==> config.mk <==
export PLATFORM = sky130hd
export DESIGN_NAME = lsu_mem_initiator
export DESIGN_NICKNAME = d
export VERILOG_FILES = /design/src/rtl/lsu_mem_initiator.sv
export SDC_FILE = /design/constraint.sdc
export NUM_CORES = 1
export LEC_CHECK = 0
export ABC_CLOCK_PERIOD_IN_PS = 2600
export BUFFER_PORTS_ARGS = -buffer_cell sky130_fd_sc_hd__clkbuf_2
export CORE_MARGIN = 2
export CORE_UTILIZATION = 39
export CTS_CLUSTER_DIAMETER = 100
export CTS_CLUSTER_SIZE = 20
export DETAILED_ROUTE_END_ITERATION = 12
export PLACE_DENSITY = 0.82
export SKIP_LAST_GASP = 1
export SYNTH_ARGS = -nofsm -noshare
export SYNTH_HDL_FRONTEND = slang
export SYNTH_SLANG_ARGS = --single-unit
==> constraint.sdc <==
create_clock -name clk_i -period 2.6 [get_ports clk_i]
set_clock_uncertainty 0.15 [all_clocks]
set_input_delay 0.65 -clock clk_i [delete_from_list [all_inputs] [get_ports clk_i]]
set_output_delay 0.65 -clock clk_i [all_outputs]
set_load 0.1 [all_outputs]
==> src/rtl/lsu_mem_initiator.sv <==
// Load/store unit that turns core byte/half/word requests into aligned word accesses
// on a req/ready data-memory port, stalling the core and reporting bad requests.
module lsu_mem_initiator #(
    parameter int TIMEOUT = 16,
    parameter int CNT_W   = 5
) (
    input  logic        clk_i,
    input  logic        rst_i,
    input  logic        core_req_i,
    input  logic        core_we_i,
    input  logic [2:0]  core_size_i,
    input  logic [31:0] core_addr_i,
    input  logic [31:0] core_wd_i,
    output logic [31:0] core_rd_o,
    output logic        core_stall_o,
    output logic        core_err_o,
    output logic [1:0]  core_err_code_o,
    output logic        mem_req_o,
    output logic        mem_we_o,
    output logic [3:0]  mem_be_o,
    output logic [31:0] mem_addr_o,
    output logic [31:0] mem_wd_o,
    input  logic [31:0] mem_rd_i,
    input  logic        mem_ready_i
);
    typedef enum logic [1:0] {IDLE, WAIT, ERR} state_t;

    localparam logic [CNT_W:0] TIMEOUT_W = (CNT_W+1)'(TIMEOUT);
    localparam logic [CNT_W:0] ONE_W     = (CNT_W+1)'(1);

    state_t           state_q;
    logic [CNT_W-1:0] cnt_q;
    logic [2:0]       size_q;
    logic [1:0]       off_q;
    logic             we_q;
    logic [1:0]       err_code_q;

    logic             illegal;
    logic             misaligned;
    logic             timeout_hit;
    logic [3:0]       be_calc;
    logic [31:0]      wd_calc;
    logic [7:0]       byte_sel;
    logic [15:0]      half_sel;
    logic [31:0]      rd_ext;

    always_comb begin
        illegal     = (core_size_i inside {3'd3, 3'd6, 3'd7}) ||
                      (core_we_i && (core_size_i inside {3'd4, 3'd5}));
        misaligned  = ((core_size_i[1:0] == 2'd1) && core_addr_i[0]) ||
                      ((core_size_i == 3'd2) && (core_addr_i[1:0] != 2'b00));
        timeout_hit = ({1'b0, cnt_q} + ONE_W) >= TIMEOUT_W;
    end

    // Stores replicate the data across the word so the byte enables alone pick the lanes.
    always_comb begin
        be_calc = 4'b1111;
        wd_calc = '0;
        if (core_we_i) begin
            case (core_size_i[1:0])
                2'd0: begin
                    be_calc = 4'b0001 << core_addr_i[1:0];
                    wd_calc = {4{core_wd_i[7:0]}};
                end
                2'd1: begin
                    be_calc = core_addr_i[1] ? 4'b1100 : 4'b0011;
                    wd_calc = {2{core_wd_i[15:0]}};
                end
                default: wd_calc = core_wd_i;
            endcase
        end
    end

    always_comb begin
        byte_sel = mem_rd_i[{off_q, 3'b000} +: 8];
        half_sel = mem_rd_i[{off_q[1], 4'b0000} +: 16];
        case (size_q)
            3'd0:    rd_ext = {{24{byte_sel[7]}}, byte_sel};
            3'd4:    rd_ext = {24'b0, byte_sel};
            3'd1:    rd_ext = {{16{half_sel[15]}}, half_sel};
            3'd5:    rd_ext = {16'b0, half_sel};
            default: rd_ext = mem_rd_i;
        endcase
    end

    always_ff @(posedge clk_i) begin
        if (rst_i) begin
            state_q    <= IDLE;
            cnt_q      <= '0;
            size_q     <= '0;
            off_q      <= '0;
            we_q       <= 1'b0;
            err_code_q <= 2'b00;
        end else begin
            case (state_q)
                IDLE: begin
                    if (core_req_i) begin
                        if (illegal) begin
                            err_code_q <= 2'b10;
                            state_q    <= ERR;
                        end else if (misaligned) begin
                            err_code_q <= 2'b01;
                            state_q    <= ERR;
                        end else begin
                            size_q  <= core_size_i;
                            off_q   <= core_addr_i[1:0];
                            we_q    <= core_we_i;
                            cnt_q   <= '0;
                            state_q <= WAIT;
                        end
                    end
                end
                WAIT: begin
                    if (mem_ready_i) begin
                        state_q <= IDLE;
                    end else begin
                        if (cnt_q != '1)
                            cnt_q <= cnt_q + 1'b1;
                        if (timeout_hit) begin
                            err_code_q <= 2'b11;
                            state_q    <= ERR;
                        end
                    end
                end
                ERR:     state_q <= IDLE;
                default: state_q <= IDLE;
            endcase
        end
    end

    // Core inputs are held stable while stalled, so the WAIT-phase port drive comes straight from them.
    always_comb begin
        core_rd_o       = '0;
        core_stall_o    = 1'b0;
        core_err_o      = 1'b0;
        core_err_code_o = 2'b00;
        mem_req_o       = 1'b0;
        mem_we_o        = 1'b0;
        mem_be_o        = 4'b0000;
        mem_addr_o      = '0;
        mem_wd_o        = '0;
        if (!rst_i) begin
            case (state_q)
                IDLE: begin
                    if (core_req_i) begin
                        core_stall_o = 1'b1;
                        if (!illegal && !misaligned) begin
                            mem_req_o  = 1'b1;
                            mem_we_o   = core_we_i;
                            mem_be_o   = be_calc;
                            mem_addr_o = {core_addr_i[31:2], 2'b00};
                            mem_wd_o   = wd_calc;
                        end
                    end
                end
                WAIT: begin
                    mem_req_o    = 1'b1;
                    mem_we_o     = core_we_i;
                    mem_be_o     = be_calc;
                    mem_addr_o   = {core_addr_i[31:2], 2'b00};
                    mem_wd_o     = wd_calc;
                    core_stall_o = !mem_ready_i;
                    if (mem_ready_i && !we_q)
                        core_rd_o = rd_ext;
                end
                ERR: begin
                    core_err_o      = 1'b1;
                    core_err_code_o = err_code_q;
                end
                default: ;
            endcase
        end
    end
endmodule

==> run_results.csv, run 1 <==
group,metric,value,unit
status,outcome,"stopped before the end",
status,stop_stage,"detailed placement",
status,firstError,"[ERROR DPL-0038] Utilization greater than 100%, impossible to legalize",
synthesis,yosys_warnings,0,
synthesis,syn_area_per_cell,6.94,um^2
synthesis,synth_ff_type,"dfxtp_1",
synthesis,synth_adder_area_share,1.02,%
synthesis,syn_area,0.00246,mm^2
synthesis,syn_inst,354,
synthesis,synth-compound-area-share,25.6,%
die,die_h,83.4,um
placement,portBuffers,207,
synthesis,yosys.cell_types.count,48,
synthesis,ys_seq_elements,15,
synthesis,synth_enable_flop_cells,0,
synthesis,yosys.area.top_type,"dfxtp_1",
synthesis,synthMuxAreaShare,15.5,%
synthesis,synth.area.top_cells,"dfxtp_1 (12%), nor3b_1 (12%), mux2i_1 (12%), a21oi_1 (8.1%), nor3_1 (6.7%)",
synthesis,yosysMostFrequentCell,"a21oi_1",
synthesis,synth_xor_area_share,0,%
synthesis,synth_top_area_share,12.2,%
synthesis,synth_top_family_by_area,"simple AND/OR/NAND/NOR gates",
synthesis,synthSimpleGateAreaFrac,33.5,%
die,die_w,83.4,um
synthesis,ys_async_sr_fraction,0,%
synthesis,synthTopCellsByCount,"a21oi_1 (40), nor3b_1 (39), nor3_1 (33), nor2_1 (32), mux2i_1 (29)",
synthesis,ys_seq_area_share,12.2,%
die,start_util,41.0,%
die,rows,28,
die,num_io_pins,210,
placement,gp_congestion,0.954,
metrics by stage:
| step | hold slack (ps) | worst slack, ps | cells |
|---|---|---|---|
| after global placement | 327 | -316 | 655 |
| after floorplan | 311 | -641 | 355 |
cells by family after synthesis:
logic type               after synthesis
AO/OA/AOI/OAI                         93
adder cells (fa/ha/maj)                2
buffers and inverters                 64
other                                  1
multiplexers                          34
flip-flops                            15
AND/OR/NAND/NOR                      145
==> inputs of run 2 (changes only) <==
--- a/config.mk
+++ b/config.mk
@@ -8,11 +8,9 @@
 export ABC_CLOCK_PERIOD_IN_PS = 2600
 export BUFFER_PORTS_ARGS = -buffer_cell sky130_fd_sc_hd__clkbuf_2
 export CORE_MARGIN = 2
-export CORE_UTILIZATION = 39
-export CTS_CLUSTER_DIAMETER = 100
-export CTS_CLUSTER_SIZE = 20
+export CORE_UTILIZATION = 25
 export DETAILED_ROUTE_END_ITERATION = 12
-export PLACE_DENSITY = 0.82
+export PLACE_DENSITY_LB_ADDON = 0.15
 export SKIP_LAST_GASP = 1
 export SYNTH_ARGS = -nofsm -noshare
 export SYNTH_HDL_FRONTEND = slang
==> run 2 against run 1 <==
  * The flow now finishes, with violations (negative setup slack)
  * Synthesized cell count unchanged
  * Area after synthesis unchanged
==> run_results.csv, run 2 <==
group,metric,value,unit
synthesis,synth_ff_type,"dfxtp_1",
setup_path,reg2reg_slack,390,ps
sta,hold_viol_final,0,
setup_path,crit_path_end_kind,"primary output",
setup_path,crit_fanout,8,
synthesis,synthMuxAreaShare,15.5,%
grt,overflow,0,
sta,fmax,342,MHz
status,violations,"negative setup slack",
final_layout,final_cell_mix,"buf_12 (118), clkbuf_2 (96), buf_4 (40)",
route,dr.pass1.iters,4,
die,die_area,0.0106,mm^2
synthesis,synth_top_area_share,12.2,%
synthesis,synth-compound-area-share,25.6,%
final_layout,largest_reg_flops,5,
setup_path,crit_chain,"buf_12 > a211oi_4 > o221a_4 > a21oi_4 > buf_12 > buf_16 > nor3b_4 > buf_12",
final_layout,fillerInstances,630,
run,drv_cap,0,
grt,grt_pass1_wl,19100,um
final_layout,regMostFlops,"cnt_q",
route,drtIter0Drc,103,
die,core-area,0.00964,mm^2
clocking,cts_buffer_depth,2,
die,die_w,103,um
final_layout,layout_commonest_cell,"buf_12",
synthesis,synth_top_family_by_area,"simple AND/OR/NAND/NOR gates",
final_layout,area_growth,201,%
setup_path,r2r_start,"state_q[1]$_SDFFE_PP0P_",
grt,top_usage_layer,"met2",
route,remaining_drc_errors,0,
final_layout,layout-drive-gt1-share,70.2,%
clocking,cts_tree,"done",
clocking,cts_sinks,15,
final_layout,multiInputGateArea,0.00325,mm^2
setup_path,arrival,2120,ps
sta,rsz0062_at_grt,"yes",
clocking,htree_num_levels,1,
power,ir_drop,0.308,mV
setup_path,r2r_cells,7,
final_layout,n_antenna_cell,0,
grt,grtUsageTotal,22.5,%
power,p_leak,3.12,nW
final_layout,finalNetCount,707,
setup_path,crit_cells,8,
synthesis,ys_async_sr_fraction,0,%
clocking,cts_made_buffers,3,
synthesis,synth_enable_flop_cells,0,
setup_path,timing.critical_path.to,"mem_addr_o[28]",
synthesis,syn_area,0.00246,mm^2
route,wirelength,13100,um
grt,grtUsageMet3,4.41,%
synthesis,synthTopCellsByCount,"a21oi_1 (40), nor3b_1 (39), nor3_1 (33), nor2_1 (32), mux2i_1 (29)",
power,powerDensity,236,mW/mm^2
status,outcome,"finished with violations",
placement,dp_hpwl,10100,um
sta,slew_headroom,62.3,%
die,rows,36,
final_layout,largest_registers,"cnt_q: 5 flops, size_q: 3 flops",
sta,worst_slew_pin_slew,565,ps
final_layout,seq_area,309,um^2
synthesis,synthSimpleGateAreaFrac,33.5,%
synthesis,synth.area.top_cells,"dfxtp_1 (12%), nor3b_1 (12%), mux2i_1 (12%), a21oi_1 (8.1%), nor3_1 (6.7%)",
placement,pre_cts_slack,-397,ps
synthesis,synth_xor_area_share,0,%
synthesis,syn_area_per_cell,6.94,um^2
setup_path,rr_endpoint,"err_code_q[0]$_SDFFE_PP0P_",
grt,grt.met1_usage,25.9,%
min_path,hp-class,"flop to flop",
setup_path,path_class,"input port to primary output",
die,start_util,25.5,%
setup_path,crit_slowest_cell,"a211oi_4",
clocking,path_clk_slew,60,ps
route,vias_per_cell,5.20,
sta,fin_ws,-325,ps
sta,post-route-period-util,112,%
route,ant_nets,0,
setup_path,critPathTopFamily,"buffers and inverters",
clocking,clockRootBuffer,"clkbuf_8",
setup_path,cp-start-kind,"input port",
synthesis,ys_seq_area_share,12.2,%
sta,finalSetupViolations,94,
sta,final_max_slew_viol_count,0,
synthesis,yosys.cell_types.count,48,
synthesis,syn_inst,354,
die,num_io_pins,210,
synthesis,yosys.area.top_type,"dfxtp_1",
route,drt-wirelength-per-cell,17.9,um
grt,met2_usage,42.8,%
clocking,clkLatencyLatePin,250,ps
sta,hold_slack,353,ps
setup_path,slowest_delay,260,ps
grt,grt_start_max_net_pins,23,
sta,period_minus_slack,2920,ps
placement,gp_congestion,0.836,
setup_path,crit_required,1800,ps
synthesis,ys_seq_elements,15,
synthesis,synth_adder_area_share,1.02,%
synthesis,yosys_warnings,0,
route,vias,3814,
grt,first_global_vias,3840,
placement,portBuffers,207,
setup_path,cp-startpoint,"core_size_i[1]",
setup_path,cp_common_cell,"buf_12",
grt,antenna_found_initial,0,
setup_path,crit_buf_inv,4,
synthesis,yosysMostFrequentCell,"a21oi_1",
die,die_h,103,um
-- run 2: how the worst min path moves through the flow --
stage | start | endpoint | depth (start not counted)
after detailed placement | size_q[2]$_SDFFE_PP0P_ | size_q[2]$_SDFFE_PP0P_ | 2
final | size_q[2]$_SDFFE_PP0P_ | size_q[2]$_SDFFE_PP0P_ | 2
after floorplan | cnt_q[1]$_SDFFE_PP0P_ | cnt_q[1]$_SDFFE_PP0P_ | 2
after global placement | cnt_q[1]$_SDFFE_PP0P_ | cnt_q[1]$_SDFFE_PP0P_ | 2
after CTS | size_q[2]$_SDFFE_PP0P_ | size_q[2]$_SDFFE_PP0P_ | 2
after global routing | cnt_q[4]$_SDFFE_PP0P_ | cnt_q[4]$_SDFFE_PP0P_ | 2
-- run 2: cell families (layout without fill, tap and decap cells) --
kind of cell | count (synthesis) | after routing
other cells | 1 | 2
mux | 34 | 34
simple gates | 145 | 145
compound gates | 93 | 93
flops | 15 | 15
fa+ha+maj | 2 | 2
buf+inv | 64 | 309
-- run 2: area by class of cell --
type                    count  area share, %
flip-flops and latches     15           4.18
repair buffers            276           47.5
clock buffers               3          0.558
well taps                 133           2.25
inverters                  29           1.47
multi-input cells         276           44.0
clock inverters             1         0.0677
-- run 2: metal layers --
layer / routed length [um] / vias to the layer above
met4: 227 / 0
met1: 4860 / 1854
met5: 0 / -
met3: 793 / 20
met2: 7250 / 137
li1: - / 1803
-- run 2: worst reg2reg max path, cell delays in order (launching register included) --
cell and delay [ps]:
dfxtp_1 540, inv_1 150, o221a_4 160, buf_4 130
buf_4 120, buf_4 160, a2111o_1 430, a221oi_2 280
-- run 2: what timing repair did --
action	CTS	global route
hold buffers	0	0
resized for setup	31	47
pin swaps	14	21
setup endpoints to repair	100	100
buffers inserted	7	8
cloned	2	3
-- run 2: metrics by stage --
step,area (um^2),power (mW),TNS (ps),util [%],cells
after floorplan,3750,1.02,-52250,-,355
after global placement,6780,1.40,-22660,70.3,713
after detailed placement,6780,1.42,-26750,70.3,713
after CTS,7060,1.67,-24100,73.2,724
after global routing,7400,1.82,-26630,76.7,733
final,7400,1.75,-22920,76.7,733
-- run 2: power breakdown --
group	internal (mW)	switching [mW]	leakage [nW]
Sequential	0.240	0.0135	0.125
Clock	0.106	0.0865	0.0255
Combinational	0.521	0.780	2.97
Total	0.868	0.880	3.12
Power figures use the tool's default switching activity.
